==> config.mk <==
export PLATFORM = sky130hd
export DESIGN_NAME = uart_tx_feeder
export DESIGN_NICKNAME = d
export VERILOG_FILES = /design/src/rtl/uart_tx_feeder.sv
export SDC_FILE = /design/constraint.sdc
export NUM_CORES = 1
export LEC_CHECK = 0
export ABC_AREA = 0
export CAP_MARGIN = 20
export CORE_MARGIN = 2
export CORE_UTILIZATION = 62
export CTS_BUF_LIST = sky130_fd_sc_hd__clkbuf_2 sky130_fd_sc_hd__clkbuf_4 sky130_fd_sc_hd__clkbuf_8
export DETAILED_ROUTE_END_ITERATION = 6
export GPL_TIMING_DRIVEN = 0
export PLACE_DENSITY_LB_ADDON = 0.15
export SYNTH_ARGS = -nofsm -noshare
export SYNTH_HDL_FRONTEND = slang
export SYNTH_SLANG_ARGS = --single-unit
==> constraint.sdc <==
create_clock -name clk -period 3.55 [get_ports clk]
set_input_delay 0.71 -clock clk [delete_from_list [all_inputs] [get_ports clk]]
set_output_delay 0.71 -clock clk [all_outputs]
set_load 0.02 [all_outputs]
==> src/rtl/uart_tx_feeder.sv <==
// UART transmit feeder: byte FIFO plus an issue FSM that hands one byte per frame to the transmitter.
// Optional almost_full output is enabled with `define UART_TX_FEEDER_ALMOST_FULL_EN.
module uart_tx_feeder #(
  parameter int DATA_WIDTH      = 8,
  parameter int FIFO_DEPTH      = 16,
  parameter int ALMOST_FULL_LVL = 12,
  parameter int BUSY_TIMEOUT    = 4
) (
  input  logic                          clk,
  input  logic                          reset,
  input  logic                          wr_en,
  input  logic [DATA_WIDTH-1:0]         wr_data,
  output logic                          full,
  output logic                          empty,
  output logic [$clog2(FIFO_DEPTH):0]   fifo_count,
  output logic                          overflow,
  output logic                          data_valid,
  output logic [DATA_WIDTH-1:0]         parallel_data,
  input  logic                          busy,
  output logic                          tx_error
`ifdef UART_TX_FEEDER_ALMOST_FULL_EN
  ,
  output logic                          almost_full
`endif
);

  localparam int AW = $clog2(FIFO_DEPTH);
  localparam int CW = AW + 1;
  localparam int TW = $clog2(BUSY_TIMEOUT + 1);

  if (FIFO_DEPTH < 2 || (FIFO_DEPTH & (FIFO_DEPTH - 1)) != 0) begin : g_bad_depth
    $error("uart_tx_feeder: FIFO_DEPTH must be a power of 2 and >= 2");
  end
  if (BUSY_TIMEOUT < 2) begin : g_bad_timeout
    $error("uart_tx_feeder: BUSY_TIMEOUT must be >= 2");
  end
  if (ALMOST_FULL_LVL < 1 || ALMOST_FULL_LVL > FIFO_DEPTH) begin : g_bad_af_lvl
    $error("uart_tx_feeder: ALMOST_FULL_LVL must be in 1..FIFO_DEPTH");
  end

  typedef enum logic [1:0] {IDLE, ISSUE, WAIT_BUSY, WAIT_DONE} state_t;

  state_t                state, state_nxt;
  logic [DATA_WIDTH-1:0] mem [FIFO_DEPTH];
  logic [AW-1:0]         wr_ptr, rd_ptr;
  logic [CW-1:0]         count;
  logic [TW-1:0]         timer;
  logic                  push, pop, timed_out;

  assign full       = (count == CW'(FIFO_DEPTH));
  assign empty      = (count == '0);
  assign fifo_count = count;
  assign timed_out  = (timer == TW'(BUSY_TIMEOUT));

  // A pop frees a slot in the same cycle, so a write on a full FIFO is still taken.
  assign pop  = (state == IDLE) && !empty && !busy;
  assign push = wr_en && (!full || pop);

`ifdef UART_TX_FEEDER_ALMOST_FULL_EN
  assign almost_full = (count >= CW'(ALMOST_FULL_LVL));
`endif

  always_ff @(posedge clk) begin
    if (push) mem[wr_ptr] <= wr_data;
  end

  always_ff @(posedge clk) begin
    if (reset) begin
      state         <= IDLE;
      wr_ptr        <= '0;
      rd_ptr        <= '0;
      count         <= '0;
      overflow      <= 1'b0;
      parallel_data <= '0;
      timer         <= '0;
    end else begin
      state    <= state_nxt;
      overflow <= wr_en && full && !pop;
      if (push) wr_ptr <= wr_ptr + 1'b1;
      if (pop) begin
        rd_ptr        <= rd_ptr + 1'b1;
        parallel_data <= mem[rd_ptr];
      end
      case ({push, pop})
        2'b10:   count <= count + 1'b1;
        2'b01:   count <= count - 1'b1;
        default: count <= count;
      endcase
      // Cleared while in ISSUE so WAIT_BUSY starts from zero; saturates at the limit.
      if (state == ISSUE)                        timer <= '0;
      else if (state == WAIT_BUSY && !timed_out) timer <= timer + 1'b1;
    end
  end

  always_comb begin
    state_nxt  = state;
    data_valid = 1'b0;
    tx_error   = 1'b0;
    case (state)
      IDLE:      if (pop) state_nxt = ISSUE;
      ISSUE: begin
        data_valid = 1'b1;
        state_nxt  = WAIT_BUSY;
      end
      WAIT_BUSY: begin
        if (busy) state_nxt = WAIT_DONE;
        else if (timed_out) begin
          tx_error  = 1'b1;
          state_nxt = IDLE;
        end
      end
      WAIT_DONE: if (!busy) state_nxt = IDLE;
      default:   state_nxt = IDLE;
    endcase
  end

endmodule
==> impl_results.md, run 1 <==
- Status: finished clean
- Final instance area: 7150 um^2
- Register bit count reported by yosys: 155
- Final net count: 475
- Worst setup path class: in -> reg
- First-pass DRT Iterations: 5
- Placed insts: 565
- Total gr overflow: 0
- Antenna-violating nets left: 0
- Longest Clk Path Bufs: 2
- CTS tree: yes
- Overall global routing resource usage: 23.4%
- Asr flop ratio synth: 0%
- Most used DFF post-synth: edfxtp_1
- Final WL: 12,000 um
- Initial antenna violation count: 0
- Boundary pin count: 30
- WHS: 0.505 ns
- Area delta synth->final: 14.6%
- Wire per inst: 20.2 um
- Max_slew headroom: 45.6%
- Die ar.: 10,900 um^2
- Tot Pwr: 4.71 mW
- Syn_area_per_cell: 15.6 um^2
- Crit path max-delay cell type: clkdlybuf4s50_1
- DR DRC count: 0
- Leakage: 2.30 nW
- Layout cells sized above 1: 14.7%
- Cells after synthesis: 400
- TritonCTS Buffers: 17
- Core area: 9770 um^2
- DRT iter0 DRCs: 285
- Filler cells: 641
- Die Y: 104 um
- Max-Cap Viols: 0
- PortBufs: 28
- Clock Skews: 0.0119 ns
- Reg2Reg Setup Slack: 0.28 ns
- GP Congestion: 0.787
- Yosys cell types: 39
- H-tree depth: 4
- RSZ-0062 raised after global routing: false
- Arrival @ worst endpoint: 3.77 ns
- Vias post-DR: 3,523
- Global-route wire length before repair: 18,400 um
- Final Max Slew Viols: 0
- CTS root buffer: clkbuf_8
- Sequential cell area fraction in the yosys report: 70.3%
- Rows: 36
- Synth warn: 0
- # diodes: 0
- Worst vdd ir: 310 uV
- Fin crit share: 97.1%
- Placed cell areas: 6710 um^2
- Final min period: 3.45 ns
- Startpoint Class: input pin
- Most frequent cells in the layout: edfxtp_1 (128), nor2_1 (48), mux2i_1 (34)
- Later-pin clock latency in the skew report: 0.43 ns
- Multi-input logic area: 1710 um^2
- Crit Path Max Fanout: 9
- Cell Chain, Critical Path: clkdlybuf4s50_1, or3_4, a31oi_4, inv_1, ha_1, ha_1, nor2b_1, o21ai_0, a21oi_1, or3b_1, mux2_2
- Fmax: 290 MHz
- Initial Utilization: 63.8%
- Min setup slack post-route: 0.104 ns
- HP Class: reg -> reg
- Pwr Density: 659 nW/um^2
- Die width: 104 um
- Worst EP required: 3.87 ns
- Clk pin slew, worst setup/hold paths: 0.08 ns
- Syn Nets: 424
- Sequential cell area: 4380 um^2
- Clock Sinks: 155
- Worst-margin pin slew: 0.813 ns
- Worst path most repeated cell: ha_1
- Post-synth EDFFs: 128
- Cell area after synthesis: 6240 um^2
- Vias per cell: 5.90
- Crit end category: flop
- Pre-CTS setup slack: -0.357 ns
- Setup Viol. Count Final: 0
- Final Non-Filler Cells: 597
- Critical path's largest stage delay: 0.47 ns
- Detailed placer's ending HPWL: 7810 um
- Via count of the first global-routing pass: 3,359
- Most common cell after layout, fill and taps aside: edfxtp_1
- Final hold vios: 0
- Largest net degree at the start of global routing: 17
## final timing paths
kind	from	end	cells after the start
worst max-delay path	busy	fifo_count[4]$_SDFFE_PP0P_	11
worst max register to register	fifo_count[0]$_SDFFE_PP0P_	fifo_count[4]$_SDFFE_PP0P_	11
worst min-delay path	parallel_data[0]$_SDFFE_PP0P_	parallel_data[0]$_SDFFE_PP0P_	2
worst min register to register	parallel_data[0]$_SDFFE_PP0P_	parallel_data[0]$_SDFFE_PP0P_	2
## sequential cells by signal, indices dropped and copies added, names as in the netlist
signal	flops
parallel_data	8
timer	3
mem	128
rd_ptr	4
wr_ptr	4
overflow	1
state	2
fifo_count	5
## power by group
group | leakage [nW] | internal [mW] | switching (mW) | total [mW]
Combinational | 0.696 | 0.510 | 0.631 | 1.14
Clock | 0.226 | 0.792 | 0.593 | 1.38
Sequential | 1.38 | 2.09 | 0.0970 | 2.19
Total | 2.30 | 3.39 | 1.32 | 4.71
## final cells by class
class                   instances  share of cell area [%]
clock buffers                  25                    4.38
plain buffers                  21                    1.38
repair buffers                 32                    4.27
inverters                      14                   0.735
multi-input cells             210                    24.0
flip-flops and latches        155                    61.3
clock inverters                 7                    1.61
well taps                     133                    2.33
## worst max-delay path: cells and delay by family
family                     cells  cell delay, ns
AOI/OAI and AO/OA              3            0.74
adders and majority gates      2            0.58
buffers and inverters          2            0.55
muxes                          1            0.27
and+or+nand+nor                3            0.92
## synth_stat cells (all sizes together) (3+ instances only)
| cell | n | share of area, % |
|---|---|---|
| and2 | 3 | 0.30 |
| ha | 11 | 2.2 |
| a22oi | 8 | 0.96 |
| a311oi | 8 | 1.1 |
| xor2 | 5 | 0.70 |
| nor2b | 4 | 0.40 |
| or3 | 3 | 0.38 |
| xnor2 | 3 | 0.42 |
| clkbuf | 7 | 0.42 |
| dfxtp | 27 | 8.7 |
| nand2 | 12 | 0.76 |
| nor3 | 7 | 0.56 |
| o22ai | 17 | 1.7 |
| buf | 14 | 1.1 |
| nor2 | 48 | 2.9 |
| a21oi | 12 | 1.0 |
| mux2i | 34 | 5.5 |
| edfxtp | 128 | 62 |
| inv | 14 | 0.84 |
| mux4 | 16 | 5.8 |
## layer usage
metal / wire (um) / up-vias / GRT usage (%)
li1: - / 1626 / -
met1: 5080 / 1742 / 31.2
met5: 0 / - / 0
met3: 830 / 16 / 6.08
met4: 159 / 0 / 7.43
met2: 5970 / 139 / 38.0
## repair_timing
item                       4_1_cts  5_1_grt
setup endpoints to repair        0        1
hold buffers                     0        0
resized for setup                0        3
setup buffers                    0        0
## through the flow
| stage | setup TNS [ns] | util [%] |
|---|---|---|
| 2_1_floorplan | 0 | - |
| 3_3_place_gp | -0.287 | 68.4 |
| 3_5_place_dp | -0.357 | 68.7 |
| 4_1_cts | 0 | 73.0 |
| 5_1_grt | 0 | 73.1 |
| 6_report | 0 | 73.1 |
## kinds of logic after synthesis
logic type	Yosys count	synth area share, %
buffers and inverters	35	2.39
XOR/XNOR	8	1.12
flip-flops	155	70.3
AO/OA/AOI/OAI	50	5.59
multiplexers	51	11.4
AND/OR/NAND/NOR	89	6.70
adder cells (fa/ha/maj)	12	2.53
Note: power is estimated with default switching activity, not from simulation.
==> run 2, diff against run 1 <==
ABC_CLOCK_PERIOD_IN_PS = 3550   (was unset)
CORE_ASPECT_RATIO = 0.7   (was unset)
==> run 2 against run 1 <==
Effect of this change: sequential power about the same; register-to-register slack improved by 0.17 ns; non-clock buffer count unchanged; die area up 0.12%; global-route usage increased by 2.1 points.
==> impl_results.md, run 2 (same netlist as run 1, synthesis figures left out) <==
- Leakage: 2.26 nW (was 2.30 nW)
- Max_slew headroom: 42.0% (was 45.6%)
- Rows: 30 (was 36)
- Overall global routing resource usage: 25.5% (was 23.4%)
- Die width: 124 um (was 104 um)
- Worst EP required: 3.90 ns (was 3.87 ns)
- Via count of the first global-routing pass: 3,575 (was 3,359)
- Biggest register: mem (unchanged)
- Most frequent cells in the layout: edfxtp_1 (128), nor2_1 (48), mux2i_1 (34) (unchanged)
- Crit end category: flop (unchanged)
- Core area: 9760 um^2 (was 9770 um^2)
- PortBufs: 28 (unchanged)
- Die Y: 87.9 um (was 104 um)
- Reg-to-Reg Start: state[1]$_SDFFE_PP0P_ (was fifo_count[0]$_SDFFE_PP0P_)
- Initial antenna violation count: 0 (unchanged)
- Area delta synth->final: 13.8% (was 14.6%)
- Critical path's largest stage delay: 0.46 ns (was 0.47 ns)
- Min setup slack post-route: 0.178 ns (was 0.104 ns)
- DR DRC count: 0 (unchanged)
- Final Non-Filler Cells: 592 (was 597)
- HP Class: reg -> reg (unchanged)
- Worst setup path class: in -> reg (unchanged)
- DRT iter0 DRCs: 337 (was 285)
- GP Congestion: 0.908 (was 0.787)
- Longest Clk Path Bufs: 2 (unchanged)
- Vias per cell: 6.04 (was 5.90)
- # diodes: 0 (unchanged)
- Clk pin slew, worst setup/hold paths: 0.09 ns (was 0.08 ns)
- Pre-CTS setup slack: -0.333 ns (was -0.357 ns)
- Pwr Density: 653 nW/um^2 (was 659 nW/um^2)
- Wire per inst: 21.2 um (was 20.2 um)
- RSZ-0062 raised after global routing: false (unchanged)
- Cell family with the largest share of critical-path delay: simple AND/OR/NAND/NOR gates (unchanged)
- Startpoint Class: input pin (unchanged)
- Total gr overflow: 0 (unchanged)
- Worst vdd ir: 300 uV (was 310 uV)
- Crit path max-delay cell type: clkdlybuf4s50_1 (unchanged)
- Worst-margin pin slew: 0.867 ns (was 0.813 ns)
- Initial Utilization: 63.9% (was 63.8%)
- Final min period: 3.37 ns (was 3.45 ns)
- WHS: 0.502 ns (was 0.505 ns)
- Setup Viol. Count Final: 0 (unchanged)
- Fin crit share: 95.0% (was 97.1%)
- First-pass DRT Iterations: 5 (unchanged)
- TritonCTS Buffers: 17 (unchanged)
- Antenna-violating nets left: 0 (unchanged)
- Cell Chain, Critical Path: clkdlybuf4s50_1, or3_4, a21oi_2, clkbuf_4, ha_2, inv_1, fa_1, nor2b_1, o21ai_0, nand3_1, or3b_1, mux2_2 (was clkdlybuf4s50_1, or3_4, a31oi_4, inv_1, ha_1, ha_1, nor2b_1, o21ai_0, a21oi_1, or3b_1, mux2_2)
- Die ar.: 10,900 um^2 (about the same)
- CTS tree: yes (unchanged)
- Final hold vios: 0 (unchanged)
- Final Max Slew Viols: 0 (unchanged)
- Boundary pin count: 30 (unchanged)
- H-tree depth: 4 (unchanged)
- Crit Path Max Fanout: 10 (was 9)
- Vias post-DR: 3,576 (was 3,523)
- Arrival @ worst endpoint: 3.72 ns (was 3.77 ns)
- Global-route wire length before repair: 19,300 um (was 18,400 um)
- Hold wc startpoint: parallel_data[2]$_SDFFE_PP0P_ (was parallel_data[0]$_SDFFE_PP0P_)
- Number of buffer and inverter stages on the critical path: 3 (was 2)
- Layout cells sized above 1: 14.9% (was 14.7%)
- Final WL: 12,500 um (was 12,000 um)
- Most common cell after layout, fill and taps aside: edfxtp_1 (unchanged)
- Later-pin clock latency in the skew report: 0.45 ns (was 0.43 ns)
- Detailed placer's ending HPWL: 8370 um (was 7810 um)
- Max FFs per register: 128 (unchanged)
- Placed insts: 559 (was 565)
- Clock Sinks: 155 (unchanged)
- CTS root buffer: clkbuf_8 (unchanged)
- Status: finished clean (unchanged)
- Final net count: 475 (unchanged)
- Max-Cap Viols: 0 (unchanged)
- Worst Setup SP: busy (unchanged)
- Clock Skews: 0.0107 ns (was 0.0119 ns)
- Fmax: 297 MHz (was 290 MHz)
- Largest net degree at the start of global routing: 17 (unchanged)
[run 2: power breakdown]
group	switching [mW]	total (mW)	internal, mW
Clock	0.712	1.29	0.579
Sequential	0.104	2.19	2.09
Combinational	0.648	1.16	0.509
Total	1.46	4.64	3.18
[run 2: path summary, 6_finish.rpt]
kind	slack, ns	to	cells after the start
setup / recovery	0.18	fifo_count[4]$_SDFFE_PP0P_	12
setup reg to reg	0.45	fifo_count[4]$_SDFFE_PP0P_	11
hold reg to reg	0.50	parallel_data[2]$_SDFFE_PP0P_	2
hold / removal	0.50	parallel_data[2]$_SDFFE_PP0P_	2
[run 2: cell type report]
type                            instances  area (um^2)
Buffer                                 21         98.8
Tap cell                              128          160
Inverter                               14         52.6
Sequential cell                       155         4380
Fill cell                             616         2660
Clock buffer                           17          234
Multi-Input combinational cell        210         1710
Timing Repair Buffer                   32          305
Clock inverter                         15          159
[run 2: what timing repair did]
| item | in CTS | in global routing |
|---|---|---|
| resized for setup | 0 | 2 |
| hold buffers | 0 | 0 |
| buffers inserted | 0 | 0 |
| setup endpoints to repair | 0 | 1 |
[run 2: layer usage]
layer  GRT usage, %  share of wire (%)  vias up
met1           35.8                 44     1758
met2           38.7                 46      158
met3           8.20                8.2       20
met5              0                  0        -
met4           8.07                1.3        0
li1               -                  -     1640
[run 2: worst register-to-register path, stage by stage (launching register included)]
cell and delay, ns:
dfxtp_1 0.39, or3_4 0.45, a21oi_2 0.21, clkbuf_4 0.26, ha_2 0.24, inv_1 0.09, fa_1 0.39, nor2b_1 0.15
o21ai_0 0.11, nand3_1 0.09, or3b_1 0.35, mux2_2 0.28
[run 2: metrics by stage]
step | TNS, ns | utilization, % | instance area [um^2] | total power, mW
6_report | 0 | 72.8 | 7100 | 4.64
5_1_grt | 0 | 72.8 | 7100 | 4.85
4_1_cts | 0 | 72.7 | 7090 | 4.62
3_5_place_dp | -0.333 | 68.6 | 6700 | 3.37
3_3_place_gp | -0.293 | 68.4 | 6680 | 3.33
2_1_floorplan | 0 | - | 6240 | 2.95
==> run 3, diff against run 2 <==
HOLD_SLACK_MARGIN = 0.02   (was unset)
==> results of run 3 <==
Final layout, timing and power as in run 2 (identical DEF).
